**src/rtl/vdu_pkg.sv**
```systemverilog
// Shared types and defaults for the VDU video RAM arbiter.
package vdu_pkg;

  typedef enum logic [1:0] {
    IDLE    = 2'd0,
    VID_ACC = 2'd1,
    CPU_ACC = 2'd2,
    CPU_ACK = 2'd3
  } arb_state_e;

  localparam int DEF_RAM_WAIT   = 2;
  localparam int DEF_CPU_STARVE = 4;
  localparam int ADDR_W         = 14;
  localparam int DATA_W         = 8;

endpackage

```
**src/rtl/vdu_sync2.sv**
```systemverilog
// Two-flop synchronizer; resets to 1 so an idle (high) strobe reads inactive.
module vdu_sync2 (
  input  logic clk,
  input  logic reset_n,
  input  logic d,
  output logic q
);

  logic meta;

  always_ff @(posedge clk or negedge reset_n) begin
    if (!reset_n) begin
      meta <= 1'b1;
      q    <= 1'b1;
    end else begin
      meta <= d;
      q    <= meta;
    end
  end

endmodule

```
**src/rtl/vdu_vram_arbiter.sv**
```systemverilog
// Shares a single VRAM port between scan-out fetches and STEbus CPU cycles,
// favouring video but bounding CPU starvation to CPU_STARVE video grants.
module vdu_vram_arbiter
  import vdu_pkg::*;
#(
  parameter int RAM_WAIT   = DEF_RAM_WAIT,
  parameter int CPU_STARVE = DEF_CPU_STARVE
) (
  input  logic              clk,
  input  logic              reset_n,
  input  logic              cs,
  input  logic              wr,
  input  logic [ADDR_W-1:0] bus_addr,
  input  logic [DATA_W-1:0] bus_din,
  output logic [DATA_W-1:0] bus_dout,
  output logic              datack,
  input  logic              vid_req,
  input  logic [ADDR_W-1:0] vid_addr,
  output logic [DATA_W-1:0] vid_data,
  output logic              vid_valid,
  output logic              vid_overrun,
  output logic [ADDR_W-1:0] ram_addr,
  output logic [DATA_W-1:0] ram_wdata,
  input  logic [DATA_W-1:0] ram_rdata,
  output logic              ram_oe_n,
  output logic              ram_we_n
);

  localparam int SW = $clog2(CPU_STARVE + 1);

  arb_state_e        state, state_nxt;
  logic              cs_s, cpu_done, cpu_pend, cpu_wr;
  logic              vid_pend, vid_any, vid_grant, cpu_grant, acc_last;
  logic [ADDR_W-1:0] vid_pend_addr, vid_grant_addr;
  logic [SW-1:0]     vid_streak;
  logic [2:0]        wait_cnt;

  vdu_sync2 u_cs_sync (.clk(clk), .reset_n(reset_n), .d(cs), .q(cs_s));

  // A request arriving while IDLE is granted directly, so it counts as pending now.
  assign cpu_pend       = !cs_s && !cpu_done;
  assign vid_any        = vid_pend || vid_req;
  assign vid_grant_addr = vid_pend ? vid_pend_addr : vid_addr;
  assign acc_last       = (wait_cnt == 3'(RAM_WAIT - 1));

  always_comb begin
    state_nxt = state;
    vid_grant = 1'b0;
    cpu_grant = 1'b0;
    case (state)
      IDLE: begin
        if (vid_any && (!cpu_pend || vid_streak < SW'(CPU_STARVE))) begin
          state_nxt = VID_ACC;
          vid_grant = 1'b1;
        end else if (cpu_pend) begin
          state_nxt = CPU_ACC;
          cpu_grant = 1'b1;
        end
      end
      VID_ACC: if (acc_last) state_nxt = IDLE;
      CPU_ACC: if (acc_last) state_nxt = cs_s ? IDLE : CPU_ACK;
      CPU_ACK: if (cs_s) state_nxt = IDLE;
      default: state_nxt = IDLE;
    endcase
  end

  assign ram_oe_n = !(state == VID_ACC || (state == CPU_ACC && !cpu_wr));
  assign ram_we_n = !(state == CPU_ACC && cpu_wr);
  assign datack   = (state != CPU_ACK);

  always_ff @(posedge clk or negedge reset_n) begin
    if (!reset_n) begin
      state         <= IDLE;
      wait_cnt      <= '0;
      cpu_done      <= 1'b0;
      cpu_wr        <= 1'b0;
      vid_pend      <= 1'b0;
      vid_pend_addr <= '0;
      vid_overrun   <= 1'b0;
      vid_streak    <= '0;
      vid_valid     <= 1'b0;
      vid_data      <= '0;
      bus_dout      <= '0;
      ram_addr      <= '0;
      ram_wdata     <= '0;
    end else begin
      state     <= state_nxt;
      wait_cnt  <= ((state == VID_ACC || state == CPU_ACC) && !acc_last) ? wait_cnt + 3'd1 : 3'd0;
      vid_valid <= (state == VID_ACC) && acc_last;
      if (state == VID_ACC && acc_last) vid_data <= ram_rdata;
      if (state == CPU_ACC && acc_last && !cpu_wr) bus_dout <= ram_rdata;

      if (cs_s)           cpu_done <= 1'b0;
      else if (cpu_grant) cpu_done <= 1'b1;

      if (cpu_grant || !cpu_pend)                           vid_streak <= '0;
      else if (vid_grant && vid_streak != SW'(CPU_STARVE)) vid_streak <= vid_streak + SW'(1);

      if (vid_grant) ram_addr <= vid_grant_addr;
      if (cpu_grant) begin
        ram_addr  <= bus_addr;
        ram_wdata <= bus_din;
        cpu_wr    <= wr;
      end

      // Granting the queued entry frees the slot for a same-cycle request.
      if (vid_grant) begin
        vid_pend      <= vid_pend && vid_req;
        vid_pend_addr <= vid_addr;
      end else if (vid_req) begin
        if (vid_pend) vid_overrun <= 1'b1;
        vid_pend      <= 1'b1;
        vid_pend_addr <= vid_addr;
      end
    end
  end

endmodule

```
**config.mk**
```make
export PLATFORM = sky130hd
export DESIGN_NAME = vdu_vram_arbiter
export DESIGN_NICKNAME = d
export VERILOG_FILES = /design/src/rtl/vdu_pkg.sv /design/src/rtl/vdu_sync2.sv /design/src/rtl/vdu_vram_arbiter.sv
export SDC_FILE = /design/constraint.sdc
export NUM_CORES = 1
export LEC_CHECK = 0
export CAP_MARGIN = 15
export CORE_UTILIZATION = 47
export DETAILED_ROUTE_END_ITERATION = 16
export HOLD_SLACK_MARGIN = 0.06
export PLACE_DENSITY = 0.84
export RECOVER_POWER = 50
export SLEW_MARGIN = 0
export SYNTH_ARGS = -nofsm -noshare
export SYNTH_HDL_FRONTEND = slang
export SYNTH_HIERARCHICAL = 1
export SYNTH_SLANG_ARGS = --single-unit
```
**constraint.sdc**
```tcl
create_clock -name clk -period 2.43 [get_ports clk]
set_input_delay 0.486 -clock clk [delete_from_list [all_inputs] [get_ports clk]]
set_output_delay 0.486 -clock clk [all_outputs]
set_load 0.05 [all_outputs]
```
* Word level (Yosys, flattened, before mapping) *
Cells that the tools add are included.

cells by class
  add/subtract/negate cells = 2
  $mul = 0
  divide/modulo/power cells = 0
  order comparisons = 1
  eq/ne operators = 10
  shifts and indexed selects = 0
  mux-type cells = 24
  bitwise operators = 1
  reductions and logical operators = 29

operators with widths
  operator                                                          number
  14-bit 2-to-1 mux                                                 5
  2-bit 2-to-1 mux                                                  6
  1-bit logical AND                                                 10
  1-bit 2-to-1 mux                                                  9
  3-bit 2-to-1 mux                                                  3
  2-bit case mux with 4 select lines                                1
  2-bit nonzero test                                                4
  1-bit zero test                                                   7
  3-bit by 1-bit adder with 3-bit output (second input constant)    2
  2-bit != test (second input constant)                             3
  3-bit != test (second input constant)                             2
  1-bit logical OR                                                  5
  2-bit == test (second input constant)                             2
  4-bit AND reduction                                               1
  3-bit by 1-bit == test with 1-bit output (second input constant)  1
  3-bit less-than comparator (second input constant)                1
  3-bit AND reduction                                               1
  2-bit by 1-bit == test with 1-bit output (second input constant)  1
  2-bit zero test                                                   1
  2-bit by 1-bit != test with 1-bit output (second input constant)  1
  1-bit NOT                                                         1

storage, ports and cells
  register bits after elaboration = 67
  latch bits = 0
  memory bits (writable) = 0
  memory bits (read-only) = 0
  bits of input ports = 49
  output and inout port bits = 43
  logic and storage cells = 82
  memories kept = 0

* Logic depth before layout (Yosys ltp) *
Gate-level depths: netlist (run 1).

  depth in word-level cells = 10
  depth in mapped cells = 7
  gate-level depth less buffers = 5

* Hierarchy *
The synthesis (run 1) kept the hierarchy.

by module, submodules not included
  module            times used  cells each  area each (µm²)  sequential area each (µm²)
  vdu_vram_arbiter  1           221         3009.1           1626.6
  vdu_sync2         1           2           52.6             52.6

* Worst setup path after synthesis (run 1) *
Ideal clock, no wire load.

  path kind = register -> output
  start point = register state[0]
  end point = output ram_oe_n
  data arrival time = 1.437 ns
  required time = 1.944 ns
  slack = 0.507 ns
  stages on the path, launching flop included = 4
  buffers on the path = 0
  cells stage by stage = dfrtp_1 > inv_1 > ha_1 > a21oi_1

on the way
  longest elaborated chain between the ends = 4
  elaborated cells on any way between the ends = 5
  classes of those cells = 2 x eq/ne; 3 x reduce/logical

RTL lines
  element                   line                    source
  start: declaration        vdu_vram_arbiter.sv:31  arb_state_e state, state_nxt;
  start signal: assignment  vdu_vram_arbiter.sv:87  state <= state_nxt;
  2-bit == test             vdu_vram_arbiter.sv:67  assign ram_oe_n = !(state == VID_ACC || (state == CPU_ACC && !cpu_wr));
  1-bit logical AND         vdu_vram_arbiter.sv:67
  1-bit logical OR *        vdu_vram_arbiter.sv:67
  1-bit zero test *         vdu_vram_arbiter.sv:67
  end: declaration          vdu_vram_arbiter.sv:25  output logic ram_oe_n,

Every way passes the cells marked *; elsewhere a longest branch is shown, timed or not.

* Worst setup path in the final report (run 1) *
  start point = register state[0]
  end point = output datack

on the way
  longest elaborated chain between the ends = 1

RTL lines
  element           line                    source
  2-bit != test     vdu_vram_arbiter.sv:69  assign datack = (state != CPU_ACK);
  end: declaration  vdu_vram_arbiter.sv:16  output logic datack,

Every way passes these cells.

==> results.json, run 1 <==
{
  "synth_seq_cells": 67,
  "netlist.top_cell.by_area": "sky130_fd_sc_hd__dfrtp_1",
  "floorplan.die.height_um": 82.71,
  "crit_fanout": 3,
  "cp-end-kind": "output pin",
  "power.leakage_uw": 0.001832,
  "drt-vias-per-instance": 5.377,
  "hold_path.class": "flip-flop to flip-flop",
  "fin_nets": 381,
  "layout_setup_ws_ns": 0.1188,
  "layout_worst_path_cycle_share_pct": 95.11,
  "clock_latency_ns": 0.33,
  "met2WireLength_um": 3217,
  "total_wirelength_of_the_detailed_routed_design_um": 6567,
  "largest_family_of_logic_cells_by_synthesized_area": "multiplexers",
  "layout_common_cells": "87 x sky130_fd_sc_hd__clkdlybuf4s50_1, 65 x sky130_fd_sc_hd__dfrtp_1, 29 x sky130_fd_sc_hd__mux2_2",
  "insertedDiodeCount": 0,
  "synthesis.area_um2": 3062,
  "first_global_vias": 2308,
  "synth_simple_gate_area_share_pct": 7.519,
  "routed.top_layer": "met4",
  "cap_viol_max_count": 1,
  "grt_pass1_wl_um": 10350,
  "netlist_instances": 223,
  "htree_num_levels": 3,
  "final_layout_size_suffix_gt1_share_pct": 20.36,
  "cp.required_ns": 1.94,
  "synth_mux_area_share_pct": 20.47,
  "final.setup_skew_ns": 0.005204,
  "clkSlewWorstSetupHoldPaths_ns": 0.07,
  "drt_iter0_markers": 81,
  "routed_wire_length_per_instance_um": 16.17,
  "die_area_um2": 6841,
  "yosys_warnings": 6,
  "most_common_cell_after_layout_fill_and_taps_aside": "sky130_fd_sc_hd__clkdlybuf4s50_1",
  "holdBufCountCts": 0,
  "fin_util_pct": 66.86,
  "core_um2": 6314,
  "synth_sequential_area_ratio_pct": 54.84,
  "groute.usage.overall_pct": 20.98,
  "vdd_drop_max_uv": 877.7,
  "post_cts.repair.setup_buffers": 0,
  "drc": 0,
  "placementRows": 29,
  "powerDensity_nw_per_um2": 1447,
  "root_buffer": "sky130_fd_sc_hd__clkbuf_8",
  "remaining_antenna_violation_count": 0,
  "synth.distinct_cells": 40,
  "synth_fa_ha_area_share_pct": 3.596,
  "synth_xor_xnor_area_share_pct": 0,
  "synth.area.top_cells": "sky130_fd_sc_hd__dfrtp_1 53%, sky130_fd_sc_hd__mux2_2 11%, sky130_fd_sc_hd__mux2_4 4.9%",
  "placement.setup.worst_slack_ns": 0.1259,
  "violations": "max-capacitance violations, max-slew violations",
  "routed-via-count": 2183,
  "outcome": "finished with violations",
  "worst-endpoint-arrival_ns": 1.83,
  "setup_tns_ns": 0,
  "synth_top_area_share_pct": 53.13,
  "synth_nets": 280,
  "hpwl_um": 4804,
  "start_kind": "flip-flop",
  "fp.dieW_um": 82.71,
  "clock_buffers_created_by_tritoncts": 9,
  "worst-slew-pin-transition_ns": 1.523,
  "initial_utilization_pct": 48.49,
  "final_weighted_congestion_in_routability_driven_placement": 0.8119,
  "finalNonFillerCells": 406,
  "worst_slew_margin_rel_pct": -1.518,
  "synth-compound-area-share_pct": 10.01,
  "post_cts_resize_count": 1,
  "port_buffers": 91,
  "criticalPathCategory": "flip-flop to output pin",
  "grt_max_degree": 39,
  "synthesized_area_per_cell_um2": 13.73,
  "grt_setup_unrepaired": "no",
  "wl_met3_um": 539,
  "fmax_ghz": 0.4327,
  "period_minus_slack_ns": 2.311,
  "remaining_global_route_overflow": 0,
  "p_total_uw": 6107,
  "clock_tree.buffer_depth": 2,
  "clock_sink_count": 67,
  "hold_viol_final": 0,
  "dr.pass1.iters": 4,
  "antenna_found_initial": 0,
  "syn2layout_area_growth_pct": 37.88,
  "slew_viol_final": 30,
  "floorplan.io_pins": 92,
  "number_of_placed_cells_counting_well_taps": 390,
  "final-setup-viol-count": 0,
  "cts_tree": "yes",
  "total_routed_wire_length_on_the_met1_layer_um": 2677
}
[synthesized netlist by cell type]
cell                       instances
sky130_fd_sc_hd__a21boi_0          1
sky130_fd_sc_hd__a21oi_1           4
sky130_fd_sc_hd__a221o_1          14
sky130_fd_sc_hd__a22oi_1           1
sky130_fd_sc_hd__a31o_2            1
sky130_fd_sc_hd__a31oi_4           1
sky130_fd_sc_hd__a32oi_1           1
sky130_fd_sc_hd__and2_2            1
sky130_fd_sc_hd__and3_1            1
sky130_fd_sc_hd__buf_12            1
sky130_fd_sc_hd__buf_2             8
sky130_fd_sc_hd__buf_4             2
sky130_fd_sc_hd__dfrtp_1          65
sky130_fd_sc_hd__dfstp_2           2
sky130_fd_sc_hd__ha_1              8
sky130_fd_sc_hd__inv_1             9
sky130_fd_sc_hd__maj3_1            1
sky130_fd_sc_hd__mux2_2           29
sky130_fd_sc_hd__mux2_4           10
sky130_fd_sc_hd__mux2i_1          15
sky130_fd_sc_hd__nand2_1           4
sky130_fd_sc_hd__nand2b_1          2
sky130_fd_sc_hd__nand3_1           1
sky130_fd_sc_hd__nand4_1           1
sky130_fd_sc_hd__nor2_1            7
sky130_fd_sc_hd__nor2b_1           2
sky130_fd_sc_hd__nor3_1           14
sky130_fd_sc_hd__nor3b_1           1
sky130_fd_sc_hd__nor3b_2           1
sky130_fd_sc_hd__nor4_4            1
sky130_fd_sc_hd__o21a_1            3
sky130_fd_sc_hd__o21ai_0           1
sky130_fd_sc_hd__o21ai_2           1
sky130_fd_sc_hd__o21ba_2           2
sky130_fd_sc_hd__o221ai_1          1
sky130_fd_sc_hd__o31ai_1           2
sky130_fd_sc_hd__o31ai_2           1
sky130_fd_sc_hd__or3b_2            1
sky130_fd_sc_hd__or3b_4            1
sky130_fd_sc_hd__or4_1             1
[per-layer routing]
| layer | track usage [%] | vias to the layer above |
|---|---|---|
| li1 | - | 1020 |
| met2 | 33.77 | 69 |
| met4 | 11.38 | 0 |
| met3 | 8.132 | 13 |
| met5 | 0 | - |
| met1 | 23.97 | 1081 |
[area by class of cell]
type                    instances  area, um^2
clock buffers                  15       186.4
clock inverters                 1       5.005
multi-input cells             136        1241
well taps                      77       96.34
repair buffers                101       979.7
flip-flops and latches         67        1679
inverters                       9       33.78
fillers                       512        2092
[power by group]
group / switching (uW) / internal [uW]
combinational: 2020 / 1330
clock: 398 / 482
sequential: 289 / 1580
[final timing paths]
kind | cells after the start | to | slack [ns] | startpoint
worst max register to register | 4 | vid_pend_addr[2] | 0.40 | cpu_done
min in group asynchronous | 2 | bus_dout[0] | 0.40 | reset_n
worst max-delay path | 3 | datack | 0.12 | state[0]
worst min register to register | 0 | u_cs_sync/q | 0.36 | u_cs_sync/meta
max in group asynchronous | 2 | ram_addr[5] | 0.90 | reset_n
worst min-delay path | 0 | u_cs_sync/q | 0.36 | u_cs_sync/meta
[registers in the layout (all words and copies together), names as in the netlist]
register        flops
vid_pend_addr      14
vid_streak          3
state               2
bus_dout            8
vid_data            8
u_cs_sync/q         1
u_cs_sync/meta      1
ram_addr           14
cpu_done            1
vid_pend            1
wait_cnt            3
vid_valid           1
cpu_wr              1
vid_overrun         1
ram_wdata           8
[stage by stage]
step	area, um^2	hold WS, ns
after floorplan	3062	0.1904
after global placement	4086	0.3455
final	4222	0.3582
after detailed placement	4086	0.3495
after global routing	4222	0.3619
after CTS	4277	0.1589
[critical path: stages, from the launching register on]
cell                              delay, ns
sky130_fd_sc_hd__dfrtp_1               0.40
sky130_fd_sc_hd__ha_1                  0.23
sky130_fd_sc_hd__inv_1                 0.06
sky130_fd_sc_hd__clkdlybuf4s50_1       0.80
[cell families (layout without fill, tap and decap cells)]
kind of cell / Yosys count / count (layout)
and+or+nand+nor: 39 / 39
buffers and inverters: 20 / 126
AOI/OAI and AO/OA: 34 / 34
DFF: 67 / 67
adders and majority gates: 9 / 9
muxes: 54 / 54
Power figures use the tool's default switching activity.
==> run 2: changes to the inputs <==
- CORE_MARGIN: default -> 1
==> results of run 2 <==
The final DEF is identical to that of run 1; final timing and power are the same.
==> run 3: changes to the inputs <==
- CORE_UTILIZATION: 47 -> 40
- GPL_ROUTABILITY_DRIVEN: default -> 0
- PLACE_DENSITY: 0.84 -> 0.74
- clock period: 2.43 -> 2.5 ns (I/O delays scaled with it)
==> run 3 against run 2 <==
The flow now finishes without violations. Combinational power down 3%. First-iteration DRC count up 64%. Hold slack worse by 0.0016 ns. Routed wire length down 0.44%. Die area up 17%. Sequential share of layout area down 0.40 points. Via count up 0.60%. Clock-buffer cell count down 4. Core utilization down 8.7 points. Cell area up 1.0%. Highest routed layer unchanged.
==> results.json, run 3 (synthesized netlist as in run 1, its figures left out) <==
{
  "outcome": "complete, no violations",
  "final-setup-viol-count": 0,
  "port_buffers": 91,
  "hold_path.class": "flip-flop to flip-flop",
  "internal_power_uw": 3344,
  "clock_sink_count": 67,
  "cts_tree": "yes",
  "period_minus_slack_ns": 2.303,
  "clkSlewWorstSetupHoldPaths_ns": 0.07,
  "worst_slew_margin_rel_pct": 21.00,
  "first_global_vias": 2251,
  "grt_setup_unrepaired": "no",
  "power.switching_uw": 2630,
  "cp.required_ns": 2.00,
  "finalNonFillerCells": 424,
  "crit_fanout": 3,
  "power.leakage_uw": 0.001844,
  "grt_pass1_wl_um": 10700,
  "final.setup_skew_ns": 0.008076,
  "drt-vias-per-instance": 5.179,
  "placement.setup.worst_slack_ns": 0.1007,
  "area_of_placed_instances_um2": 4091,
  "initial_utilization_pct": 41.76,
  "powerDensity_nw_per_um2": 1401,
  "root_buffer": "sky130_fd_sc_hd__clkbuf_8",
  "grt_max_degree": 28,
  "die_area_um2": 8008,
  "number_of_placed_cells_counting_well_taps": 409,
  "routed_wire_length_per_instance_um": 15.42,
  "remaining_global_route_overflow": 0,
  "clock_buffers_created_by_tritoncts": 9,
  "hold_viol_final": 0,
  "insertedDiodeCount": 0,
  "cap_viol_max_count": 0,
  "layout.cell_area.non_filler_um2": 4264,
  "layout_worst_path_cycle_share_pct": 92.13,
  "floorplan.io_pins": 92,
  "drt_iter0_markers": 133,
  "vdd_drop_max_uv": 786.3,
  "top_regs": "ram_addr: 14 flops, vid_pend_addr: 14 flops",
  "cp-end-kind": "output pin",
  "syn2layout_area_growth_pct": 39.27,
  "holdBufCountCts": 0,
  "core_um2": 7331,
  "power.share.clock_pct": 15.2,
  "most_common_cell_after_layout_fill_and_taps_aside": "sky130_fd_sc_hd__clkdlybuf4s50_1",
  "worst-slew-pin-transition_ns": 1.185,
  "slew_viol_final": 0,
  "power_frac_seq_pct": 30.3,
  "total_wirelength_of_the_detailed_routed_design_um": 6538,
  "floorplan.die.height_um": 89.49,
  "setup_tns_ns": 0,
  "fp.dieW_um": 89.49,
  "criticalPathCategory": "flip-flop to output pin",
  "hpwl_um": 4662,
  "layout_setup_ws_ns": 0.1969,
  "drc": 0,
  "pwr-share-comb_pct": 54.5,
  "routed-via-count": 2196,
  "swShare_pct": 44.02,
  "groute.usage.overall_pct": 17.94,
  "antenna_found_initial": 0,
  "fin_nets": 378,
  "placementRows": 31,
  "clock_tree.buffer_depth": 2,
  "worst-endpoint-arrival_ns": 1.80,
  "layout_common_cells": "87 x sky130_fd_sc_hd__clkdlybuf4s50_1, 65 x sky130_fd_sc_hd__dfrtp_1, 29 x sky130_fd_sc_hd__mux2_2",
  "htree_num_levels": 3,
  "remaining_antenna_violation_count": 0,
  "dr.pass1.iters": 4,
  "fmax_ghz": 0.4342,
  "start_kind": "flip-flop",
  "final_layout_size_suffix_gt1_share_pct": 22.15,
  "clock_latency_ns": 0.33
}
run 3: area by class of cell:
class,instances,area (um^2)
Multi-Input combinational cell,136,1264
Fill cell,599,3067
Sequential cell,67,1679
Timing Repair Buffer,98,962.2
Tap cell,99,123.9
Inverter,9,33.78
Clock buffer,11,151.4
Clock inverter,4,50.05
run 3: worst max-delay path: stages, from the launching register on:
cell,delay [ns]
sky130_fd_sc_hd__dfrtp_1,0.40
sky130_fd_sc_hd__ha_1,0.22
sky130_fd_sc_hd__inv_1,0.05
sky130_fd_sc_hd__clkdlybuf4s50_1,0.80
run 3: path summary, 6_finish.rpt:
path	start	endpoint	slack (ns)	cells past startpoint
worst max-delay path	state[0]	datack	0.20	3
worst min-delay path	u_cs_sync/meta	u_cs_sync/q	0.36	0
worst max register to register	cpu_done	vid_pend_addr[2]	0.40	4
worst min register to register	u_cs_sync/meta	u_cs_sync/q	0.36	0
max in group asynchronous	reset_n	vid_pend_addr[4]	0.86	2
min in group asynchronous	reset_n	ram_addr[2]	0.39	1
run 3: timing repair:
| action | CTS | global route |
|---|---|---|
| buffers inserted | 0 | 0 |
| resized for setup | 0 | 1 |
| setup endpoints to repair | 0 | 1 |
run 3: power by group through the flow:
stage / combinational [uW] / sequential (uW) / clock [uW]
floorplan: 1270 / 2850 / 0
global placement: 3240 / 1810 / 0
detailed placement: 3280 / 1830 / 0
CTS: 3300 / 1820 / 931
global route: 3450 / 1870 / 977
finish: 3250 / 1810 / 908
run 3: routing by layer:
layer / global-route usage [%] / wire [um]
met1: 22.54 / 2886
met2: 28.59 / 3059
met3: 6.556 / 539
met4: 6.349 / 53
met5: 0 / 0
run 3: through the flow:
stage                     util [%]  hold WS [ns]  total power (uW)
after floorplan                  -        0.2044              4121
after global placement       55.81        0.3466              5049
after detailed placement     55.81        0.3475              5107
after CTS                    58.56        0.1498              6044
after global routing         58.17        0.3695              6294
final                        58.17        0.3565              5974
